[config.mk]
export PLATFORM = sky130hd
export DESIGN_NAME = uart_rx_engine_flat
export DESIGN_NICKNAME = d
export VERILOG_FILES = /design/src/rtl/uart_rx_if.sv /design/src/rtl/uart_rx_engine.sv /design/src/flat_wrapper.sv
export SDC_FILE = /design/constraint.sdc
export NUM_CORES = 1
export LEC_CHECK = 0
export ABC_AREA = 1
export CAP_MARGIN = 20
export CORE_MARGIN = 2
export CORE_UTILIZATION = 25
export DETAILED_ROUTE_END_ITERATION = 8
export GPL_ROUTABILITY_DRIVEN = 1
export PLACE_DENSITY = 0.51
export SLEW_MARGIN = 40
export SYNTH_ARGS = -nofsm -noshare
export SYNTH_HDL_FRONTEND = slang
export SYNTH_SLANG_ARGS = --single-unit
[constraint.sdc]
create_clock -name clock -period 3.49 [get_ports clock]
set_input_delay 0.698 -clock clock [delete_from_list [all_inputs] [get_ports clock]]
set_output_delay 0.698 -clock clock [all_outputs]
set_load 0.01 [all_outputs]
[src/rtl/uart_rx_if.sv]
// Receiver-side signal bundle: serial line, runtime frame mode,
// and the valid/ready frame handshake with its status flags.
interface uart_rx_if #(
    parameter int DATA_WIDTH = 8
);
    logic                  rx;
    logic [1:0]            parity_mode;
    logic                  two_stop;
    logic [DATA_WIDTH-1:0] data_out;
    logic                  valid;
    logic                  ready;
    logic                  parity_err;
    logic                  frame_err;
    logic                  break_det;
    logic                  overrun;
    logic                  busy;

    modport master (
        input  rx, parity_mode, two_stop, ready,
        output data_out, valid, parity_err, frame_err,
        output break_det, overrun, busy
    );

    modport slave (
        output rx, parity_mode, two_stop, ready,
        input  data_out, valid, parity_err, frame_err,
        input  break_det, overrun, busy
    );
endinterface

[src/rtl/uart_rx_engine.sv]
// Oversampling UART receiver with majority vote, runtime parity and
// stop-bit mode, error/break flags and a single-slot output register.
module uart_rx_engine #(
    parameter int CLK_FREQ   = 100_000_000,
    parameter int BAUD_RATE  = 115200,
    parameter int DATA_WIDTH = 8,
    parameter int OVERSAMPLE = 16
) (
    input  logic      clock,
    input  logic      reset_n,
    uart_rx_if.master bus
);
    localparam int CLKS_PER_SAMPLE = CLK_FREQ / (BAUD_RATE * OVERSAMPLE);
    localparam int MID = OVERSAMPLE / 2 - 1;
    localparam int CW  = (CLKS_PER_SAMPLE > 1) ? $clog2(CLKS_PER_SAMPLE) : 1;
    localparam int SW  = $clog2(OVERSAMPLE);
    localparam int BW  = $clog2(DATA_WIDTH);

    if (CLKS_PER_SAMPLE < 2) begin : g_bad_rate
        $error("uart_rx_engine: CLKS_PER_SAMPLE must be >= 2");
    end
    if (DATA_WIDTH < 5 || DATA_WIDTH > 9) begin : g_bad_width
        $error("uart_rx_engine: DATA_WIDTH must be 5..9");
    end
    if (OVERSAMPLE != 8 && OVERSAMPLE != 16) begin : g_bad_os
        $error("uart_rx_engine: OVERSAMPLE must be 8 or 16");
    end

    typedef enum logic [2:0] {
        S_IDLE,
        S_START,
        S_DATA,
        S_PARITY,
        S_STOP
    } state_e;

    state_e                state_q, state_d;
    logic                  rx_meta_q, rx_s_q, rx_prev_q;
    logic [CW-1:0]         clk_cnt_q, clk_cnt_d;
    logic [SW-1:0]         smp_cnt_q, smp_cnt_d;
    logic [BW-1:0]         bit_cnt_q, bit_cnt_d;
    logic                  stop_idx_q, stop_idx_d;
    logic [1:0]            votes_q, votes_d;
    logic [DATA_WIDTH-1:0] shift_q, shift_d;
    logic [1:0]            pmode_q, pmode_d;
    logic                  two_q, two_d;
    logic                  perr_q, perr_d;
    logic                  ferr_q, ferr_d;
    logic                  pbit_q, pbit_d;
    logic                  stop0_q, stop0_d;

    logic [DATA_WIDTH-1:0] dout_q, dout_d;
    logic                  valid_q, valid_d;
    logic                  perr_o_q, perr_o_d;
    logic                  ferr_o_q, ferr_o_d;
    logic                  brk_q, brk_d;
    logic                  ovr_q, ovr_d;

    logic tick, fall, smp_last, wrap, vote_now, bit_v, par_en;
    logic done, fe_now, stop_first, brk_now;

    assign tick     = (clk_cnt_q == CW'(CLKS_PER_SAMPLE - 1));
    assign fall     = rx_prev_q & ~rx_s_q;
    assign smp_last = (smp_cnt_q == SW'(OVERSAMPLE - 1));
    assign wrap     = tick & smp_last;
    assign vote_now = tick & (smp_cnt_q == SW'(MID + 1));
    assign par_en   = (pmode_q == 2'b01) | (pmode_q == 2'b10);

    // Third sample is taken live on the resolving tick
    assign bit_v = (votes_q[0] & votes_q[1]) |
                   (votes_q[0] & rx_s_q) |
                   (votes_q[1] & rx_s_q);

    assign fe_now     = ferr_q | ~bit_v;
    assign stop_first = stop_idx_q ? stop0_q : bit_v;
    assign brk_now    = (shift_q == '0) & (~par_en | ~pbit_q) & ~stop_first;

    always_comb begin
        state_d    = state_q;
        clk_cnt_d  = clk_cnt_q;
        smp_cnt_d  = smp_cnt_q;
        bit_cnt_d  = bit_cnt_q;
        stop_idx_d = stop_idx_q;
        votes_d    = votes_q;
        shift_d    = shift_q;
        pmode_d    = pmode_q;
        two_d      = two_q;
        perr_d     = perr_q;
        ferr_d     = ferr_q;
        pbit_d     = pbit_q;
        stop0_d    = stop0_q;
        done       = 1'b0;

        if (tick) begin
            clk_cnt_d = '0;
            smp_cnt_d = smp_last ? '0 : smp_cnt_q + 1'b1;
        end else begin
            clk_cnt_d = clk_cnt_q + 1'b1;
        end
        if (tick && smp_cnt_q == SW'(MID - 1)) votes_d[0] = rx_s_q;
        if (tick && smp_cnt_q == SW'(MID)) votes_d[1] = rx_s_q;

        unique case (state_q)
            S_IDLE: begin
                if (fall) begin
                    state_d    = S_START;
                    pmode_d    = bus.parity_mode;
                    two_d      = bus.two_stop;
                    perr_d     = 1'b0;
                    ferr_d     = 1'b0;
                    pbit_d     = 1'b0;
                    bit_cnt_d  = '0;
                    stop_idx_d = 1'b0;
                end
            end
            S_START: begin
                if (vote_now && bit_v) state_d = S_IDLE;
                else if (wrap) state_d = S_DATA;
            end
            S_DATA: begin
                if (vote_now) shift_d = {bit_v, shift_q[DATA_WIDTH-1:1]};
                if (wrap) begin
                    if (bit_cnt_q == BW'(DATA_WIDTH - 1)) begin
                        bit_cnt_d = '0;
                        state_d   = par_en ? S_PARITY : S_STOP;
                    end else begin
                        bit_cnt_d = bit_cnt_q + 1'b1;
                    end
                end
            end
            S_PARITY: begin
                if (vote_now) begin
                    pbit_d = bit_v;
                    perr_d = ((^shift_q) ^ bit_v) != (pmode_q == 2'b10);
                end
                if (wrap) state_d = S_STOP;
            end
            S_STOP: begin
                if (vote_now) begin
                    if (!bit_v) ferr_d = 1'b1;
                    if (!stop_idx_q) stop0_d = bit_v;
                    // Finish mid-bit so the next start edge is not missed
                    if (stop_idx_q == two_q) begin
                        done    = 1'b1;
                        state_d = S_IDLE;
                    end
                end
                if (wrap && !done) stop_idx_d = 1'b1;
            end
            default: state_d = S_IDLE;
        endcase

        if (state_q == S_IDLE || state_d == S_IDLE) begin
            clk_cnt_d = '0;
            smp_cnt_d = '0;
        end
    end

    always_comb begin
        dout_d   = dout_q;
        perr_o_d = perr_o_q;
        ferr_o_d = ferr_o_q;
        brk_d    = brk_q;
        ovr_d    = 1'b0;
        valid_d  = valid_q & ~bus.ready;
        if (done) begin
            if (!valid_q || bus.ready) begin
                dout_d   = shift_q;
                perr_o_d = perr_q;
                ferr_o_d = fe_now;
                brk_d    = brk_now;
                valid_d  = 1'b1;
            end else begin
                ovr_d = 1'b1;
            end
        end
    end

    always_ff @(posedge clock) begin
        if (!reset_n) begin
            state_q    <= S_IDLE;
            rx_meta_q  <= 1'b1;
            rx_s_q     <= 1'b1;
            rx_prev_q  <= 1'b1;
            clk_cnt_q  <= '0;
            smp_cnt_q  <= '0;
            bit_cnt_q  <= '0;
            stop_idx_q <= 1'b0;
            votes_q    <= '0;
            shift_q    <= '0;
            pmode_q    <= '0;
            two_q      <= 1'b0;
            perr_q     <= 1'b0;
            ferr_q     <= 1'b0;
            pbit_q     <= 1'b0;
            stop0_q    <= 1'b0;
            dout_q     <= '0;
            valid_q    <= 1'b0;
            perr_o_q   <= 1'b0;
            ferr_o_q   <= 1'b0;
            brk_q      <= 1'b0;
            ovr_q      <= 1'b0;
        end else begin
            state_q    <= state_d;
            rx_meta_q  <= bus.rx;
            rx_s_q     <= rx_meta_q;
            rx_prev_q  <= rx_s_q;
            clk_cnt_q  <= clk_cnt_d;
            smp_cnt_q  <= smp_cnt_d;
            bit_cnt_q  <= bit_cnt_d;
            stop_idx_q <= stop_idx_d;
            votes_q    <= votes_d;
            shift_q    <= shift_d;
            pmode_q    <= pmode_d;
            two_q      <= two_d;
            perr_q     <= perr_d;
            ferr_q     <= ferr_d;
            pbit_q     <= pbit_d;
            stop0_q    <= stop0_d;
            dout_q     <= dout_d;
            valid_q    <= valid_d;
            perr_o_q   <= perr_o_d;
            ferr_o_q   <= ferr_o_d;
            brk_q      <= brk_d;
            ovr_q      <= ovr_d;
        end
    end

    assign bus.data_out   = dout_q;
    assign bus.valid      = valid_q;
    assign bus.parity_err = perr_o_q;
    assign bus.frame_err  = ferr_o_q;
    assign bus.break_det  = brk_q;
    assign bus.overrun    = ovr_q;
    assign bus.busy       = (state_q != S_IDLE);
endmodule

[src/flat_wrapper.sv]
// flat-port wrapper written by rule: the top's interface ports become plain ports
module uart_rx_engine_flat 
#(
    parameter int CLK_FREQ   = 100_000_000,
    parameter int BAUD_RATE  = 115200,
    parameter int DATA_WIDTH = 8,
    parameter int OVERSAMPLE = 16
)
  (clock, reset_n, bus_rx, bus_parity_mode, bus_two_stop, bus_ready, bus_data_out, bus_valid, bus_parity_err, bus_frame_err, bus_break_det, bus_overrun, bus_busy);
  uart_rx_if #(.DATA_WIDTH(DATA_WIDTH)) bus_i ();
  input  logic clock;
  input  logic reset_n;
  input wire logic [$bits(bus_i.rx)-1:0] bus_rx;
  input wire logic [$bits(bus_i.parity_mode)-1:0] bus_parity_mode;
  input wire logic [$bits(bus_i.two_stop)-1:0] bus_two_stop;
  input wire logic [$bits(bus_i.ready)-1:0] bus_ready;
  output wire logic [$bits(bus_i.data_out)-1:0] bus_data_out;
  output wire logic [$bits(bus_i.valid)-1:0] bus_valid;
  output wire logic [$bits(bus_i.parity_err)-1:0] bus_parity_err;
  output wire logic [$bits(bus_i.frame_err)-1:0] bus_frame_err;
  output wire logic [$bits(bus_i.break_det)-1:0] bus_break_det;
  output wire logic [$bits(bus_i.overrun)-1:0] bus_overrun;
  output wire logic [$bits(bus_i.busy)-1:0] bus_busy;
  assign bus_i.rx = bus_rx;
  assign bus_i.parity_mode = bus_parity_mode;
  assign bus_i.two_stop = bus_two_stop;
  assign bus_i.ready = bus_ready;
  assign bus_data_out = bus_i.data_out;
  assign bus_valid = bus_i.valid;
  assign bus_parity_err = bus_i.parity_err;
  assign bus_frame_err = bus_i.frame_err;
  assign bus_break_det = bus_i.break_det;
  assign bus_overrun = bus_i.overrun;
  assign bus_busy = bus_i.busy;
  uart_rx_engine #(.CLK_FREQ(CLK_FREQ), .BAUD_RATE(BAUD_RATE), .DATA_WIDTH(DATA_WIDTH), .OVERSAMPLE(OVERSAMPLE)) u_core (.clock(clock), .reset_n(reset_n), .bus(bus_i));
endmodule
# Word-level counts from Yosys, hierarchy flattened
# Index checks and enable logic that the tools add are counted.
dict set report word_totals {
  elab_cells 128
  in_bits 7
  ff_bits 50
}
dict set report classes {
  muxes 33
  n_eq_ne 20
  n_bitwise 22
  reduce_logical 27
  add_sub_neg 3
}
# cell count
set op_table {}
lappend op_table {{$mux 3} 12}
lappend op_table {{$pmux 3 s5} 1}
lappend op_table {{$mux 1} 14}
lappend op_table {{$ne 2x1->1 const B} 5}
lappend op_table {{$reduce_and 2->1} 5}
lappend op_table {{$and 1x1->1} 9}
lappend op_table {{$reduce_and 3->1} 3}
lappend op_table {{$eq 4x3->1 const B} 2}
lappend op_table {{$eq 4x4->1 const B} 2}
lappend op_table {{$logic_not 8->1} 1}
lappend op_table {{$pmux 1 s2} 4}
lappend op_table {{$reduce_xor 8->1} 1}
lappend op_table {{$not 1->1} 7}
lappend op_table {{$add 6x1->6 const B} 1}
lappend op_table {{$eq 3x2->1 const B} 2}
lappend op_table {{$eq 3x3->1 const B} 2}
lappend op_table {{$eq 6x6->1 const B} 1}
lappend op_table {{$logic_not 3->1} 2}
lappend op_table {{$pmux 3 s2} 1}
lappend op_table {{$reduce_bool 2->1} 3}
lappend op_table {{$or 1x1->1} 5}
lappend op_table {{$add 4x1->4 const B} 1}
lappend op_table {{$logic_and 1x1->1} 4}
lappend op_table {{$mux 4} 1}
lappend op_table {{other kinds (14)} 16}

# Depth between registers and ports, before layout
dict set report logic_depth {
  word_depth 9
  ltp_mapped 13
}

# Worst setup path after synthesis
# Ideal clock, no wire load.
dict set report synth_path {
  kind {flip-flop to flip-flop}
  start {reg u_core.clk_cnt_q[0]}
  end {reg u_core.smp_cnt_q[0]}
  setup_time_ns 0.116
  t_arrival_ns 1.439
  synth_period_minus_slack_ns 1.554
  required_time_ns 3.374
  path_slack_ns 1.936
  stages_incl_launch_ff 12
  n_path_buf 1
  cell_sequence {dfxtp_1 -> ha_1 -> nand3_1 -> nor2_2 -> buf_6 -> nand2_4 -> a21oi_1 -> nand2_1 -> nor2_2 -> nand3_2 -> nand3_1 -> nor2_1}
}
dict set report synth_via {
  elab_chain_len 8
  elab_cells_between_ends 13
}
# element line_no
set synth_lines {}
lappend synth_lines {{start, declared} uart_rx_engine.sv:39} ;# logic [CW-1:0] clk_cnt_q, clk_cnt_d;
lappend synth_lines {{start signal, assigned} uart_rx_engine.sv:208} ;# clk_cnt_q <= clk_cnt_d;
lappend synth_lines {{$eq 6x6->1 *} uart_rx_engine.sv:62} ;# assign tick = (clk_cnt_q == CW'(CLKS_PER_SAMPLE - 1));
lappend synth_lines {{$and 1x1->1 (on tied branches)} {uart_rx_engine.sv:65, uart_rx_engine.sv:66}}
lappend synth_lines {{$mux 3 or $logic_and 1x1->1 (tied branches)} {uart_rx_engine.sv:118, uart_rx_engine.sv:117}}
lappend synth_lines {{$mux 3} uart_rx_engine.sv:117} ;# if (vote_now && bit_v) state_d = S_IDLE;
lappend synth_lines {{$pmux 3 s5} uart_rx_engine.sv:103} ;# unique case (state_q)
lappend synth_lines {{$logic_not 3->1} uart_rx_engine.sv:153} ;# if (state_q == S_IDLE || state_d == S_IDLE) begin
lappend synth_lines {{$logic_or 1x1->1} uart_rx_engine.sv:153}
lappend synth_lines {{$reduce_or 2->1 (no source line)} --}
lappend synth_lines {{end signal, assigned} uart_rx_engine.sv:209} ;# smp_cnt_q <= smp_cnt_d;
lappend synth_lines {{end, declared} uart_rx_engine.sv:40} ;# logic [SW-1:0] smp_cnt_q, smp_cnt_d;
# Mark *: on every way between the ends. The rest lies on a longest branch, timed or not.
# A chain may end at the register's enable or synchronous reset.

# Final worst setup path
dict set report layout_path {
  start {reg u_core.state_q[2]}
  end {out bus_busy}
}
dict set report layout_via {
  elab_chain_len 1
}
# element line_no
set layout_lines {}
lappend layout_lines {{start, declared} uart_rx_engine.sv:37} ;# state_e state_q, state_d;
lappend layout_lines {{start signal, assigned} uart_rx_engine.sv:204} ;# state_q <= state_d;
lappend layout_lines {{$reduce_bool 3->1} uart_rx_engine.sv:235} ;# assign bus.busy = (state_q != S_IDLE);
lappend layout_lines {{end, declared} flat_wrapper.sv:23} ;# output wire logic [$bits(bus_i.busy)-1:0] bus_busy;
# Every way passes these cells.

==> reports/qor.txt <==
initial drt markers - 78
clk slew on worst S/H paths - 90 ps
Final Hold Viols - 0
outcome - completed
Ys Warns - 0
drt drc - 0
CTS buffer count - 5
Max-cap violations - 0
Port Buf Inserts - 20
count leader, synth - dfxtp_1
Async SR Flop Fraction - 0%
initial antenna violation count - 0
RR Startpoint - u_core.clk_cnt_q[0]$_SDFF_PP0_
Final Critical Period - 2250 ps
CP startpoint - u_core.state_q[2]$_SDFF_PN0_
Mapped Area - 2260 um^2
CTS root buffer - clkbuf_8
slowest stage cell, crit path - clkdlybuf4s50_1
Final Instance Area - 2680 um^2
synth cell count leaders - dfxtp_1 (50), inv_1 (37), nand2_1 (34)
CP max FO - 6
Syn Area/Cell - 7.87 um^2
Critical R2R Capture - u_core.bus.data_out[7]$_SDFFE_PN0P_
Worst EP required - 2790 ps
ANT nets after route - 0
ranking of synthesized cells by area - dfxtp_1 (44%), a21oi_1 (7.1%), ha_1 (6.6%)
setup TNS - 0 ps
synth unique cells - 29
H-tree depth - 2
pre-CTS WS - 1120 ps
share of cells above drive strength 1 - 7.74%
leakage power - 1.03 nW
Vias - 1804
largest net degree at the start of global routing - 28
maximum VDD drop - 0.156 mV
starting density of the core - 25.8%
placed cell area - 2570 um^2
EDFF count, synth - 0
vias in the first global route - 1744
Finished Core Util - 30.6%
width of the chip - 99.1 um
final worst setup slack - 1240 ps
cells on worst reg2reg path - 10
Gate Count Post-Synth - 287
Rows - 34
min-delay src - u_core.rx_meta_q$_SDFF_PN1_
Layout area overhead - 18.7%
Hold Buf Count CTS - 0
fin crit share - 64.4%
syn_nets - 306
buffer depth of the longest clock path - 2
Peak Freq - 0.445 GHz
Pwr Total - 1.03 mW
Clk Latency, worst-skew pair - 300 ps
RSZ-0062 raised after global routing - no
Detail Placement HPWL - 3.34 mm
flops & latches, synth - 50
kind of critical path - flop to output pin
Top FF cell, synth - dfxtp_1
first-pass GRT wire length - 8.00 mm
clk sinks - 50
sequential share of the synthesized area - 44.3%
Min-Delay Endpoint - u_core.rx_s_q$_SDFF_PN1_
cts repair resizes - 0
post-DR wirelength/cell - 10.8 um
Yosys top cell area share - 44.3%
Worst-Margin Slew - 714 ps
Clock Skew - 7.32 ps
area of the core - 8760 um^2
GP Congestion - 0.800
dominant cell type by area after synthesis - dfxtp_1
Final setup viols - 0
Reg2Reg Setup Slack - 1330 ps
crit start category - flop
clock tree from TritonCTS - yes
crit-path cells - inv_1 > nand2_1 > clkdlybuf4s50_1
DIE AREA - 9810 um^2
Slew headroom - 52.3%
Global Route Usage Sum - 9.84%
routed vias/inst - 4.32
Worst setup EP type - output pin
worst path arrival time - 1550 ps
DRT Pass-1 Iters - 4
grt ovf - 0
final WL - 4.51 mm
postcts setup bufs - 0
PD cells - 384 nW/um^2
antenna fix cells - 0
I/O pin total - 21
NumNets Final - 328
Max Slew Vio Count - 0
hold path depth - 1
Die Height - 99.1 um
Hold WC Path Type - flop to flop
CP max stage delay - 560 ps
[metal layers]
layer	wire length [um]	part of all wire [%]	global-route usage (%)	up-vias
li1	-	-	-	971
met1	2260	50	13.0	805
met2	2050	46	15.9	23
met3	135	3.0	2.34	5
met4	56	1.2	3.06	0
met5	0	0	0	-
[final cells by class]
| cell class | instances | area, um^2 |
|---|---|---|
| Fill cell | 920 | 6080 |
| Multi-Input combinational cell | 190 | 1070 |
| Sequential cell | 50 | 1000 |
| Timing Repair Buffer | 22 | 215 |
| Inverter | 40 | 151 |
| Tap cell | 108 | 135 |
| Clock buffer | 5 | 68.8 |
| Clock inverter | 3 | 43.8 |
[registers in the layout, summed over array words and instances, names as in the netlist, 2 cells and up]
name                 cells
u_core.bit_cnt_q         3
u_core.bus.data_out      8
u_core.clk_cnt_q         6
u_core.pmode_q           2
u_core.shift_q           8
u_core.smp_cnt_q         4
u_core.state_q           3
u_core.votes_q           2
[through the flow]
step | instances | hold WS [ps]
finish | 418 | 427
global route | 418 | 438
CTS | 418 | 436
detailed placement | 410 | 413
global placement | 410 | 401
floorplan | 287 | 393
[how the worst max path moves through the flow]
stage                                               to  slack [ps]  cells after the start
floorplan             u_core.smp_cnt_q[0]$_SDFFE_PP0N_        1940                     11
global placement        u_core.clk_cnt_q[5]$_SDFF_PP0_        1140                      6
detailed placement    u_core.smp_cnt_q[3]$_SDFFE_PP0N_        1120                      6
CTS                                           bus_busy        1240                      3
global route        u_core.bus.parity_err$_SDFFE_PN0P_        1070                     10
finish                                        bus_busy        1240                      3
[logic make-up after synthesis]
family                     count (synthesis)  synth area share [%]
and+or+nand+nor                          100                  20.3
AOI/OAI and AO/OA                         65                  15.2
DFF                                       50                  44.3
buffers and inverters                     47                  8.47
xor gates and xnor gates                  13                  5.04
adders and majority gates                 12                  6.64
[worst max-delay path, delay by kind of cell, from the launching register on]
| kind | cells | cell delay, ps |
|---|---|---|
| buffers and inverters | 2 | 660 |
| DFF | 1 | 450 |
| and+or+nand+nor | 1 | 140 |
[cell usage in the layout (no fill, tap or decap), types with 7 or more instances in the layout]
cell             instances
dfxtp_1                 50
inv_1                   37
nand2_1                 34
nor2_1                  33
a21oi_1                 32
o21ai_0                 27
clkdlybuf4s50_1         20
nand3_1                 13
ha_1                    12
xnor2_1                  7
[report_power, final]
group	leakage (nW)	switching, mW	total, mW	internal [mW]
Sequential	0.404	0.00213	0.576	0.574
Combinational	0.572	0.0224	0.0386	0.0161
Clock	0.0585	0.200	0.415	0.215
Total	1.03	0.224	1.03	0.805
(Power assumes the default switching activity.)
